<file path="config.mk">
export PLATFORM = sky130hd
export DESIGN_NAME = i2c_master_param
export DESIGN_NICKNAME = d
export VERILOG_FILES = /design/src/rtl/i2c_master_param.sv
export SDC_FILE = /design/constraint.sdc
export NUM_CORES = 1
export LEC_CHECK = 0
export ABC_AREA = 1
export BUFFER_PORTS_ARGS = -buffer_cell sky130_fd_sc_hd__buf_2
export CAP_MARGIN = 40
export CORE_MARGIN = 10
export CORE_UTILIZATION = 52
export DETAILED_ROUTE_END_ITERATION = 8
export PLACE_DENSITY = 0.84
export SLEW_MARGIN = 20
export SYNTH_ARGS = -nofsm -noshare
export SYNTH_HDL_FRONTEND = slang
export SYNTH_SLANG_ARGS = --single-unit
</file>
<file path="constraint.sdc">
create_clock -name clk -period 2.25 [get_ports clk]
set_input_delay 0.1125 -clock clk [delete_from_list [all_inputs] [get_ports clk]]
set_output_delay 0.1125 -clock clk [all_outputs]
set_load 0.005 [all_outputs]
</file>
<file path="src/rtl/i2c_master_param.sv">
// i2c_master_param: byte-command I2C master with internal SCL divider, clock stretching and sticky NACK error.
module i2c_master_param #(
    parameter int CLK_DIV    = 125,
    parameter int DIV_W      = 8,
    parameter bit STRETCH_EN = 1'b1
) (
    input  logic       clk,
    input  logic       rst,
    input  logic       cmd_valid,
    output logic       cmd_ready,
    input  logic       cmd_start,
    input  logic       cmd_stop,
    input  logic       cmd_rw,
    input  logic       ack_o,
    input  logic [7:0] out_byte,
    output logic [7:0] in_byte,
    output logic       rx_valid,
    output logic       busy,
    output logic       held,
    output logic       err,
    input  logic       scl_i,
    output logic       scl_oe,
    input  logic       sda_i,
    output logic       sda_oe
);
    typedef enum logic [3:0] {IDLE, HOLD, START_A, START_B, BIT, ACK, STOP_A, STOP_B, STOP_C} state_t;
    state_t state, nxt;
    logic [DIV_W-1:0] cnt;
    logic [1:0] q;
    logic [2:0] bit_cnt;
    logic [7:0] sh;
    logic rw, stop, ack;
    logic accept, frz, tick;
    assign cmd_ready = (state == IDLE) || (state == HOLD);
    assign busy = !cmd_ready;
    assign accept = cmd_valid && cmd_ready;
    // divider freezes only while SCL is released and a slave keeps it low
    assign frz = STRETCH_EN && !scl_i &&
                 (state == STOP_B || (q == 2'd1 && (state == START_A || state == BIT || state == ACK)));
    assign tick = (cnt == DIV_W'(CLK_DIV - 1)) && !frz;
    always_comb begin
        nxt = state;
        scl_oe = 1'b0;
        sda_oe = 1'b0;
        case (state)
            IDLE: if (accept && cmd_start) nxt = START_B;
            HOLD: begin
                scl_oe = 1'b1;
                if (accept) nxt = cmd_start ? START_A : BIT;
            end
            START_A: begin
                scl_oe = (q == 2'd0);
                if (tick && q == 2'd1) nxt = START_B;
            end
            START_B: begin
                scl_oe = (q == 2'd1);
                sda_oe = 1'b1;
                if (tick && q == 2'd1) nxt = BIT;
            end
            BIT: begin
                scl_oe = (q == 2'd0) || (q == 2'd3);
                sda_oe = !rw && !sh[7];
                if (tick && q == 2'd3 && bit_cnt == 3'd0) nxt = ACK;
            end
            ACK: begin
                scl_oe = (q == 2'd0) || (q == 2'd3);
                sda_oe = rw && !ack;
                if (tick && q == 2'd3) nxt = stop ? STOP_A : HOLD;
            end
            STOP_A: begin
                scl_oe = 1'b1;
                sda_oe = 1'b1;
                if (tick) nxt = STOP_B;
            end
            STOP_B: begin
                sda_oe = 1'b1;
                if (tick) nxt = STOP_C;
            end
            STOP_C: if (tick) nxt = IDLE;
            default: nxt = IDLE;
        endcase
    end
    always_ff @(posedge clk) begin
        if (rst) begin
            state <= IDLE;
            cnt <= '0;
            q <= 2'd0;
            bit_cnt <= 3'd0;
            sh <= 8'd0;
            rw <= 1'b0;
            stop <= 1'b0;
            ack <= 1'b0;
            held <= 1'b0;
            err <= 1'b0;
            in_byte <= 8'd0;
            rx_valid <= 1'b0;
        end else begin
            state <= nxt;
            rx_valid <= 1'b0;
            if (nxt != state || tick) begin
                cnt <= '0;
                q <= (nxt != state) ? 2'd0 : q + 2'd1;
            end else if (!frz) begin
                cnt <= cnt + 1'b1;
            end
            if (accept) begin
                rw <= cmd_rw;
                stop <= cmd_stop;
                ack <= ack_o;
                sh <= out_byte;
                bit_cnt <= 3'd7;
                if (cmd_start) begin
                    err <= 1'b0;
                    held <= 1'b1;
                end else if (state == IDLE) begin
                    err <= 1'b1;
                end
            end
            // reads shift in at the q2->q3 edge; writes shift out after q3 so SDA holds all bit long
            if (tick && state == BIT && q == 2'd2 && rw) sh <= {sh[6:0], sda_i};
            if (tick && state == BIT && q == 2'd3) begin
                bit_cnt <= bit_cnt - 3'd1;
                if (!rw) sh <= {sh[6:0], 1'b0};
            end
            if (tick && state == ACK && q == 2'd2 && !rw && sda_i) err <= 1'b1;
            if (tick && state == ACK && q == 2'd3 && rw) begin
                in_byte <= sh;
                rx_valid <= 1'b1;
            end
            if (tick && state == STOP_C) held <= 1'b0;
        end
    end
endmodule

</file>
==> metrics.txt <==
first-pass GRT wire length 8660 um; critical path cell sequence inv_2 -> nor2_4 -> nand3_2 -> nand2_2 -> nand2_8 -> nand2_4 -> nand3_1 -> a21oi_1 -> nand3_1 -> nor2_2 -> nand2_4 -> nor2_1; number of flops mapped to enable cells by yosys 0; Die Y 84.1 um; CP max stage cell dfxtp_2; Net Sw Power 416 uW; sw frac 28.5%; I/O pins 32; clock skew 0.00535 ns; Chip Width 84.1 um; Core ar. 4000 um^2; critical path launch point type flop; run status completed; # clock sinks 39; Sequential Power Share 52.0%; VDD IR max between 0.0003 and 0.0004 V; Hold Slack between 0.1 and 0.15 ns; Hold/Removal Path Class in2reg; register clock-pin slew on the reported worst setup and hold paths approximately 0.080 ns; vias in the first global route 1,922; fin worst setup slack about 0.24 ns; Residual DRC 0; power density cells 589 nW/um^2; CTS tree built; busiest layer in global routing met2; fmax about 500 MHz; Yosys top cell by area dfxtp_1; CP max stage delay between 0.4 and 0.5 ns; port bufs 31; Die Area 7070 um^2; Max Slew Vio Count 0; leakage approximately 1.1 nW; CP Capture Type flop; Synth Cell Area 2140 um^2; count leader, synth inv_1; remaining global-route overflow 0; dpl ws just under 0.1 ns; final core utilization 61.8%; DR vias 1,984; clk root buf clkbuf_8; Antenna Cells 0; Area contributors post-synth dfxtp_1 (37%), inv_1 (8.4%), nor2_1 (6.2%); pin count of the biggest net entering global routing 18; reg2reg setup slack 0.24 ns; Worst Path Max Fanout 14; Cells after Synth 293; clock buffer count from CTS 5; Worst EP required ~2.5 ns; met2 Usage GRT 21.4%; GP Congestion ~0.97; Crit. Startpoint state[2]; R2R Path End cnt[6]; share of cells above drive strength 1 between 20% and 30%; Worst R2R Path Depth 12; final WL ~4900 um; FF-to-FF Start state[2]; crit share post-route about nine tenths; Rel. slew slack 70.1%; final setup fails 0; Global Route met1 Usage roughly 18%; Slew @ Worst Pin 0.442 ns; drt pass-1 iters 4; half-perimeter wire length after placement 3770 um; All-Layer GR Usage 14.2%; Max-cap violations 0; crit path capture cnt[6]; RSZ-0062 raised after global routing false; drt wl/cell 13.0 um; top_reg_cell synth dfxtp_1; P&R area growth vs syn 15.8%; Final Hold Vio Count 0; post-route ant nets 0; Initial Util 53.4%; Gate power share 16.6%; H-tree depth 2; Internal roughly 1.0 mW; Yosys warning total 0; Mapped Nets 318; Netlist cell types 33; WS Path Type reg2reg; Final Critical Period 2.01 ns; Avg Synthesized Cell Area 7.29 um^2; Clock power frac 31.4%; cell row count 23; Post-layout nets 355; Vias/cell 5.21; sequential cell area fraction in the yosys report 36.6%; synth cell count leaders inv_1 (48), dfxtp_1 (39), nor2_1 (35), nand2_1 (31), nand3_1 (25); GR Util met3 between 4 and 5%; TNS Setup 0 ns; First DRT Iteration DRCs 178; Post-synth ARST share 0%; initial antenna violation count 0; Worst-Skew Late Latency approximately 0.29 ns; post-synthesis sequential element count 39; hold buffer count at CTS 0; Bufs on Longest Clock Path 2; Yosys top cell area share 36.6%; Crit path arrival time about 2.3 ns
[power by group through the flow]
stage                     Combinational [mW]  Sequential, mW  Clock (mW)
after global placement                 0.233           0.771           0
after detailed placement               0.238           0.772           0
final                                  0.241           0.758       0.458
after floorplan                        0.178           0.761           0
after CTS                              0.240           0.756       0.461
after global routing                   0.277           0.763       0.485
[worst min-delay path by stage]
stage	endpoint	slack, ns	depth (start not counted)	from
detailed placement	sh[6]	0.41	3	out_byte[6]
floorplan	sh[1]	0.19	1	rst
global placement	rw	0.40	3	cmd_rw
global route	sh[6]	0.12	3	out_byte[6]
finish	sh[6]	0.10	3	out_byte[6]
CTS	sh[6]	0.10	3	out_byte[6]
[state kept, by name (all words and copies together) (netlist names), 2 cells and up]
name	flops
q	2
bit_cnt	3
cnt	8
sh	8
state	4
in_byte	8
[stage by stage]
step,total power [mW],cells,instance area (um^2)
final,1.46,381,2470
after global routing,1.52,381,2470
after CTS,1.46,380,2430
after detailed placement,1.01,372,2350
after global placement,1.00,372,2350
after floorplan,0.938,293,2140
[cell usage in the layout (no fill, tap or decap), types with 2 or more instances in the layout]
cell and instances:
ha_1 7, xor2_1 4, nand3_1 25, inv_1 48, nand2_4 3, nand2_1 31, buf_2 31, o21ai_0 18
buf_4 9, nor2_4 4, clkbuf_8 5, nor3_1 2, nor2_1 33, xnor2_1 4, dfxtp_1 35, nand3_2 3
nand4_1 8, clkbuf_1 2, a31oi_1 2, inv_2 3, nor2_2 9, dfxtp_2 3, a21oi_1 23, a311oi_1 6
[layout make-up]
cell class	count	area [um^2]
well taps	50	62.6
multi-input cells	193	1130
inverters	51	191
clock inverters	1	5.00
fillers	363	1530
flip-flops and latches	39	788
repair buffers	40	223
clock buffers	7	76.3
[what timing repair did]
item	in CTS	in global routing
setup endpoints to repair	0	10
resized for setup	0	11
buffers inserted	0	1
[cells by family after synthesis]
family                   synth area share (%)
AO/OA/AOI/OAI                            14.7
XOR/XNOR                                 3.28
adder cells (fa/ha/maj)                  4.69
buffers and inverters                    11.9
flip-flops                               36.6
multiplexers                            0.469
AND/OR/NAND/NOR                          28.4
[routing by layer]
metal / vias up / wire length (um)
li1: 1033 / -
met1: 885 / 2350
met2: 58 / 2180
met3: 8 / 331
met4: 0 / 85
met5: - / 0
[critical path, delay by kind of cell, from the launching register on]
family / cells / cell delay [ns]
simple gates: 10 / 1.27
flops: 1 / 0.41
compound gates: 1 / 0.19
buf+inv: 1 / 0.07
Power figures use the tool's default switching activity.
